File: config.mk
export PLATFORM = sky130hd
export DESIGN_NAME = regfile_sb
export DESIGN_NICKNAME = d
export VERILOG_FILES = /design/src/rtl/cpu_pkg.sv /design/src/rtl/regfile_scoreboard.sv /design/src/rtl/regfile_sb.sv
export SDC_FILE = /design/constraint.sdc
export NUM_CORES = 2
export LEC_CHECK = 0
export CAP_MARGIN = 40
export CORE_ASPECT_RATIO = 1.1
export CORE_MARGIN = 2
export CORE_UTILIZATION = 23
export CTS_BUF_LIST = sky130_fd_sc_hd__clkbuf_4
export DETAILED_ROUTE_END_ITERATION = 8
export GPL_ROUTABILITY_DRIVEN = 1
export MAX_ROUTING_LAYER = met4
export PLACE_DENSITY = 0.36
export SETUP_SLACK_MARGIN = 0.3
export SLEW_MARGIN = 20
export SYNTH_ARGS = -nofsm -noshare
export SYNTH_HDL_FRONTEND = slang
export SYNTH_SLANG_ARGS = --single-unit
export TNS_END_PERCENT = 20
File: constraint.sdc
create_clock -name clk -period 6.1 [get_ports clk]
set_input_delay 0.915 -clock clk [delete_from_list [all_inputs] [get_ports clk]]
set_output_delay 0.915 -clock clk [all_outputs]
set_load 0.01 [all_outputs]
File: src/rtl/cpu_pkg.sv
// Shared core constants: architectural register numbers and default datapath sizes.
// Also holds the parameter sanity check used by the register file at elaboration.
package cpu_pkg;

    localparam int REG_ZERO = 0;
    localparam int REG_RA   = 31;
    localparam int CPU_DW   = 32;
    localparam int CPU_AW   = 5;
    localparam int MAX_NR   = 4;

    // True when the read-port count is supported and DEPTH exactly fills the address space.
    function automatic bit rf_params_ok(int depth, int aw, int nr);
        return (nr >= 1) && (nr <= MAX_NR) && (aw >= 1) && (aw < 31) && (depth == (1 << aw));
    endfunction

endpackage

File: src/rtl/regfile_scoreboard.sv
// Pending-write scoreboard: one bit per register, set at issue and cleared at writeback or flush.
// An issue always wins so the newest producer of a register is never lost.
module regfile_scoreboard
    import cpu_pkg::*;
#(
    parameter int DEPTH    = 32,
    parameter int AW       = CPU_AW,
    parameter bit ZERO_REG = 1'b1
)(
    input  logic             clk,
    input  logic             rst_n,
    input  logic             wr_en_i,
    input  logic [AW-1:0]    wr_addr_i,
    input  logic             issue_en_i,
    input  logic [AW-1:0]    issue_addr_i,
    input  logic             flush_i,
    output logic [DEPTH-1:0] pend_o,
    output logic             sb_empty_o
);

    logic [DEPTH-1:0] pend_q;
    logic [DEPTH-1:0] pend_d;

    always_comb begin
        pend_d = pend_q;
        for (int i = 0; i < DEPTH; i++) begin
            if (issue_en_i && (issue_addr_i == AW'(i)) && !(ZERO_REG && (i == REG_ZERO))) begin
                pend_d[i] = 1'b1;
            end else if (flush_i) begin
                pend_d[i] = 1'b0;
            end else if (wr_en_i && (wr_addr_i == AW'(i))) begin
                pend_d[i] = 1'b0;
            end
        end
    end

    always_ff @(posedge clk or negedge rst_n) begin
        if (!rst_n) begin
            pend_q <= '0;
        end else begin
            pend_q <= pend_d;
        end
    end

    assign pend_o     = pend_q;
    assign sb_empty_o = ~|pend_q;

endmodule

File: src/rtl/regfile_sb.sv
// Multi-read-port register file with writeback bypass, optional hard-wired r0
// and a pending-write scoreboard for decode-stage hazard detection.
module regfile_sb
    import cpu_pkg::*;
#(
    parameter int DW       = CPU_DW,
    parameter int DEPTH    = 32,
    parameter int AW       = CPU_AW,
    parameter int NR       = 2,
    parameter bit ZERO_REG = 1'b1,
    parameter bit BYPASS   = 1'b1
)(
    input  logic             clk,
    input  logic             rst_n,
    input  logic             wr_en,
    input  logic [AW-1:0]    wr_addr,
    input  logic [DW-1:0]    wr_data,
    input  logic             issue_en,
    input  logic [AW-1:0]    issue_addr,
    input  logic             flush,
    input  logic [NR*AW-1:0] rd_addr,
    output logic [NR*DW-1:0] rd_data,
    output logic [NR-1:0]    rd_pending,
    output logic             sb_empty
);

    generate
        if (!rf_params_ok(DEPTH, AW, NR)) begin : g_bad_params
            $error("regfile_sb: unsupported parameters DEPTH=%0d AW=%0d NR=%0d", DEPTH, AW, NR);
        end
    endgenerate

    logic [DW-1:0]    mem_q [DEPTH];
    logic [DEPTH-1:0] pend;
    logic             wr_ok;

    assign wr_ok = wr_en && !(ZERO_REG && (wr_addr == AW'(REG_ZERO)));

    always_ff @(posedge clk or negedge rst_n) begin
        if (!rst_n) begin
            for (int i = 0; i < DEPTH; i++) begin
                mem_q[i] <= '0;
            end
        end else if (wr_ok) begin
            mem_q[wr_addr] <= wr_data;
        end
    end

    regfile_scoreboard #(
        .DEPTH    (DEPTH),
        .AW       (AW),
        .ZERO_REG (ZERO_REG)
    ) u_sb (
        .clk          (clk),
        .rst_n        (rst_n),
        .wr_en_i      (wr_en),
        .wr_addr_i    (wr_addr),
        .issue_en_i   (issue_en),
        .issue_addr_i (issue_addr),
        .flush_i      (flush),
        .pend_o       (pend),
        .sb_empty_o   (sb_empty)
    );

    // A same-cycle writeback both supplies the data and retires the hazard on that port.
    for (genvar k = 0; k < NR; k++) begin : g_rd
        logic [AW-1:0] addr;
        logic          is_zero;
        logic          hit;

        assign addr    = rd_addr[k*AW +: AW];
        assign is_zero = ZERO_REG && (addr == AW'(REG_ZERO));
        assign hit     = BYPASS && wr_en && (wr_addr == addr);

        assign rd_data[k*DW +: DW] = is_zero ? '0 : (hit ? wr_data : mem_q[addr]);
        assign rd_pending[k]       = !is_zero && pend[addr] && !hit;
    end

endmodule

## Word-level counts from Yosys, hierarchy flattened

Index checks and enable logic that the tools add are counted.

| word-level totals | value |
|---|---|
| bits in registers | 1056 |
| input port bits | 57 |
| output and inout port bits | 67 |

| operators by class | value |
|---|---|
| $lt $le $gt $ge | 6 |
| equal/unequal tests | 64 |
| muxes and demuxes | 112 |
| bitwise logic cells | 3 |
| reduce and logical (&&, ||, !) cells | 113 |

Operator list:

| operator | count |
|---|---|
| bitwise mux 1024 bit | 1 |
| binary-select mux 32 bit (select 5 bit) | 2 |
| two-way mux 32 bit | 9 |
| demux 32 bit (select 5 bit) | 1 |
| equality test 5 bit, second input constant | 32 |
| two-way mux 1 bit | 97 |
| nonzero test 3 bit | 31 |
| equality test 5 x 4 -> 1 bit, second input constant | 16 |
| logical AND 1 bit | 71 |
| equality test 5 x 3 -> 1 bit, second input constant | 8 |
| OR reduction 32 bit | 1 |
| equality test 5 x 2 -> 1 bit, second input constant | 4 |
| >= comparator 6 bit, second input constant | 3 |
| NOT 5 -> 6 bit | 3 |
| logical NOT 5 bit | 3 |
| < comparator 5 x 6 -> 1 bit, second input constant | 2 |
| binary-select mux 1 bit (select 5 bit) | 2 |
| equality test 5 x 1 -> 1 bit, second input constant | 2 |
| equality test 5 bit | 2 |
| logical NOT 1 bit | 6 |
| < comparator 6 x 1 -> 1 bit, second input constant | 1 |
| nonzero test 2 bit | 1 |

## Depth between registers and ports, before layout

| logic depth | value |
|---|---|
| depth after elaboration | 6 |
| gate-level depth with buffers | 11 |
| gate-level depth less buffers | 5 |

## Cells and area by module

A second synthesis with hierarchy kept.

| second synthesis, totals | value |
|---|---|
| cell total of the unflattened synthesis | 3964 |
| area total of the unflattened synthesis | 57072.2 um^2 |

Modules (own cells, without submodules):

| module | instances | cells each | area an instance (um^2) |
|---|---|---|---|
| regfile_sb | 1 | 3790 | 55453.2 |
| regfile_scoreboard | 1 | 174 | 1619.1 |

## Least setup slack after synthesis

Ideal clock, no wire load.

| path | value |
|---|---|
| path kind | input to output |
| start | input port rd_addr[6] |
| end | output port rd_data[37] |
| arrival | 2750 ps |
| path slack | 2435 ps |
| stages on the path | 8 |
| path buffers | 4 |
| cell sequence | buf_2 > buf_2 > buf_2 > buf_1 > mux4_2 > a22oi_1 > nand2_1 > a221o_1 |

| between the ends | value |
|---|---|
| longest elaborated chain between the ends | 6 |
| elaborated cells between the ends (all ways) | 9 |
| those cells by class | eq/ne (1); mux (5); bitwise (1); reduce/logical (2) |

RTL lines:

| what | line | text |
|---|---|---|
| start: declaration | regfile_sb.sv:21 | `input logic [NR*AW-1:0] rd_addr,` |
| NOT 5 -> 6 bit (implied by the code) | regfile_sb.sv:75 | `assign rd_data[k*DW +: DW] = is_zero ? '0 : (hit ? wr_data : mem_q[addr]);` |
| binary-select mux 32 bit (select 5 bit) | regfile_sb.sv:75 |  |
| two-way mux 32 bit (implied by the code) (2 in a row) | regfile_sb.sv:75 |  |
| two-way mux 32 bit | regfile_sb.sv:75 |  |
| two-way mux 32 bit (*) | regfile_sb.sv:75 |  |
| end: declaration | regfile_sb.sv:22 | `output logic [NR*DW-1:0] rd_data,` |

Mark *: on every way between the ends. The rest lies on a longest branch, timed or not. The select of a mux whose other input is x is not followed.

## Final worst setup path

| path | value |
|---|---|
| start | input port rd_addr[2] |
| end | output port rd_data[25] |

The elaborated chain is that of the path after synthesis.

==> impl_metrics.yaml <==
die:
  core_area_um2: 243000
  num_io_pins: 124
  die_y_um: 523
  die_w_um: 476
  start_util: 0.231
  dieArea_um2: 249000
  rows: 190
logic_synthesis:
  synthCells: 3754
  ys_seq_area_frac: 0.469
  synth_edf_count: 0
  synth_area_leaders: "dfrtp_1 47%, mux4_2 21%, mux2_2 20%"
  yosys_most_used_dff: "dfrtp_1"
  ys_ff_latch: 1055
  synth_cell_types: 50
  ys_warn_count: 0
  syn_area_um2: 56300
  synth_top_area_cell: "dfrtp_1"
  synth.top_cell.area_share: 0.469
  synth.avg_cell_area_um2: 15.0
  ys_async_sr_fraction: 1.00
  synthesis.nets: 3811
global_route:
  track_usage: 0.195
  grt-ovfl-total: 0
  antenna_found_initial: 12
  grt_pass1_wl_um: 331000
  grt_max_degree: 150
  grt_pass1_vias: 39800
placement:
  dp_hpwl_um: 146000
  routabilityCongestion: 0.767
  io_buffers: 123
sta:
  finalSetupViolations: 0
  rsz0062_at_grt: "false"
  finalHoldViolations: 0
  worstMarginPinSlew_ns: 1.04
  fmax_mhz: 187
  fin_worst_skew_ns: 0
  maxSlewViolCount: 0
  relSlewSlack: 0.305
  fin_crit_ns: 5.34
  period_share: 0.876
  whs_ns: 0.156
  setup-tns-final_ns: 0
setup_path:
  crit_slowest_cell: "clkdlybuf4s50_1"
  crit_path_frequent_cell: "clkdlybuf4s50_1"
  arrival_ns: 4.43
  cp_max_fo: 17
  crit_required_ns: 5.18
  crit_buf_inv: 3
  cp-startpoint: "rd_addr[2]"
  start_kind: "primary input"
  cpLargestDelayFamily: "buffers and inverters"
  r2r_start: "u_sb.pend_o[31]"
  crit_chain: "clkdlybuf4s50_1 -> or3_4 -> buf_4 -> o22ai_1 -> nor2_1 -> a32o_1 -> clkdlybuf4s50_1"
  end_kind: "output port"
  slowest_delay_ns: 0.88
  worstSetupPathType: "in2out"
power_and_ir_drop:
  power_frac_comb: 0.220
  peakVddDrop_mv: 0.188
  seqPwrFrac: 0.448
  power_density_nw_per_um2: 311
  p_sw_mw: 6.17
  p_clk_frac: 0.332
  switching_share: 0.300
  p_leak_nw: 27.6
  power.total_mw: 20.6
  intPower_mw: 14.4
routing:
  dr.pass1.iters: 5
  drc: 0
  wirelength_um: 235000
  drtIter0Drc: 2394
  wl_per_cell_um: 31.6
  ant_nets: 0
  num_vias: 37100
  via_per_inst: 5.00
clock_tree:
  cts_setup_buffers: 0
  htreeDepth: 5
  clock_sinks: 1055
  cts-buffers-inserted: 337
  cts_root_buffer: "clkbuf_4"
  clkTransAtPathRegs_ns: 0.06
  cts_buffer_depth: 4
  clk_latency_ns: 1.32
  cts_resized: 0
  cts_tree: "done"
final_layout:
  final_cell_mix: "1,055 x dfrtp_1, 1,002 x mux2_2, 520 x mux4_2, 465 x clkbuf_4, 137 x buf_4"
  final_util: 0.272
  drive_above_1_share: 0.544
  area_growth_pct: 17.5
  fill_cells: 25100
  final_common_cell: "dfrtp_1"
  final_nets: 4040
min_path:
  min_path_type: "in2async"
outcome:
  outcome: "completed"
job:
  max_cap_violations: 0
per-layer routing:
layer / track usage / wire, um
met1: 0.243 / 101000
met3: 0.0310 / 8970
met5: - / 0
met2: 0.329 / 120000
met4: 0.0523 / 5820
cells in the mapped netlist (all sizes together), types with 3 or more instances:
| master | instances |
|---|---|
| nor2 | 93 |
| inv | 18 |
| nor3 | 27 |
| nor4 | 28 |
| o32ai | 17 |
| mux4 | 520 |
| nand3b | 15 |
| nand4 | 8 |
| nand2 | 50 |
| o41ai | 3 |
| or3 | 3 |
| and3 | 13 |
| o22ai | 103 |
| o221a | 4 |
| clkbuf | 261 |
| a211oi | 12 |
| mux2i | 87 |
| xnor2 | 6 |
| a221o | 15 |
| dfrtp | 1055 |
| mux2 | 1024 |
| nand3 | 16 |
| o21ai | 42 |
| buf | 174 |
| a22oi | 63 |
| a32o | 32 |
| xor2 | 4 |
| nor2b | 25 |
| or2 | 6 |
| nand2b | 13 |
power groups by stage:
| stage | clock network [mW] | registers [mW] | logic (mW) |
|---|---|---|---|
| after floorplan | 0 | 8.98 | 3.16 |
| after detailed placement | 0 | 9.33 | 4.60 |
| after CTS | 7.17 | 9.20 | 4.61 |
| after global routing | 7.57 | 9.40 | 4.82 |
| after global placement | 0 | 9.30 | 4.55 |
| final | 6.84 | 9.21 | 4.51 |
worst register-to-register path, stage by stage, from the launching register on:
cell and delay, ns:
dfrtp_1 0.45, inv_1 0.06, o32ai_1 0.26
kinds of logic (layout without fill, tap and decap cells):
family / Yosys count / in the layout / share of synthesized area
mux: 1631 / 1631 / 0.428
flops: 1055 / 1055 / 0.469
buf+inv: 454 / 853 / 0.0352
compound gates: 302 / 302 / 0.0390
simple gates: 302 / 302 / 0.0269
xor+xnor: 10 / 10 / 0.00156
other cells: 0 / 13 / 0
path summary, 6_finish.rpt:
| check | endpoint | slack (ns) | cells after the start |
|---|---|---|---|
| worst min register to register | mem_q[998] | 0.39 | 0 |
| worst min-delay path | mem_q[209] | 0.16 | 2 |
| max in group asynchronous | mem_q[1002] | 4.44 | 4 |
| worst max register to register | u_sb.pend_o[31] | 5.22 | 2 |
| worst max-delay path | rd_data[25] | 0.76 | 7 |
| min in group clk | mem_q[998] | 0.39 | 0 |
sequential cells by signal, summed over array words and instances, names as in the netlist:
signal,cells
mem_q,1024
u_sb.pend_o,31
stage by stage:
step | cells | setup WS [ns] | cell area (um^2)
detailed placement | 6906 | 0.760 | 62400
floorplan | 3754 | 2.43 | 56300
finish | 7430 | 0.757 | 66100
global placement | 6882 | 0.643 | 61800
CTS | 7416 | 0.744 | 66100
global route | 7429 | 0.697 | 66100
cell type report:
type / count / area (um^2) / area share
inverter: 19 / 71.3 / 0.00108
clock buffer: 465 / 3490 / 0.0528
sequential: 1055 / 26400 / 0.399
tap: 3264 / 4080 / 0.0618
multi-input combinational: 2245 / 28200 / 0.427
clock inverter: 44 / 195 / 0.00295
antenna: 13 / 32.5 / 0.000492
timing repair buffer: 325 / 3620 / 0.0547
repair_timing:
item                                    in CTS  in global routing
endpoints found under the hold margin       95                  0
endpoints found under the setup margin       0                  0
hold buffers                                 1                  0
Power figures use the tool's default switching activity.
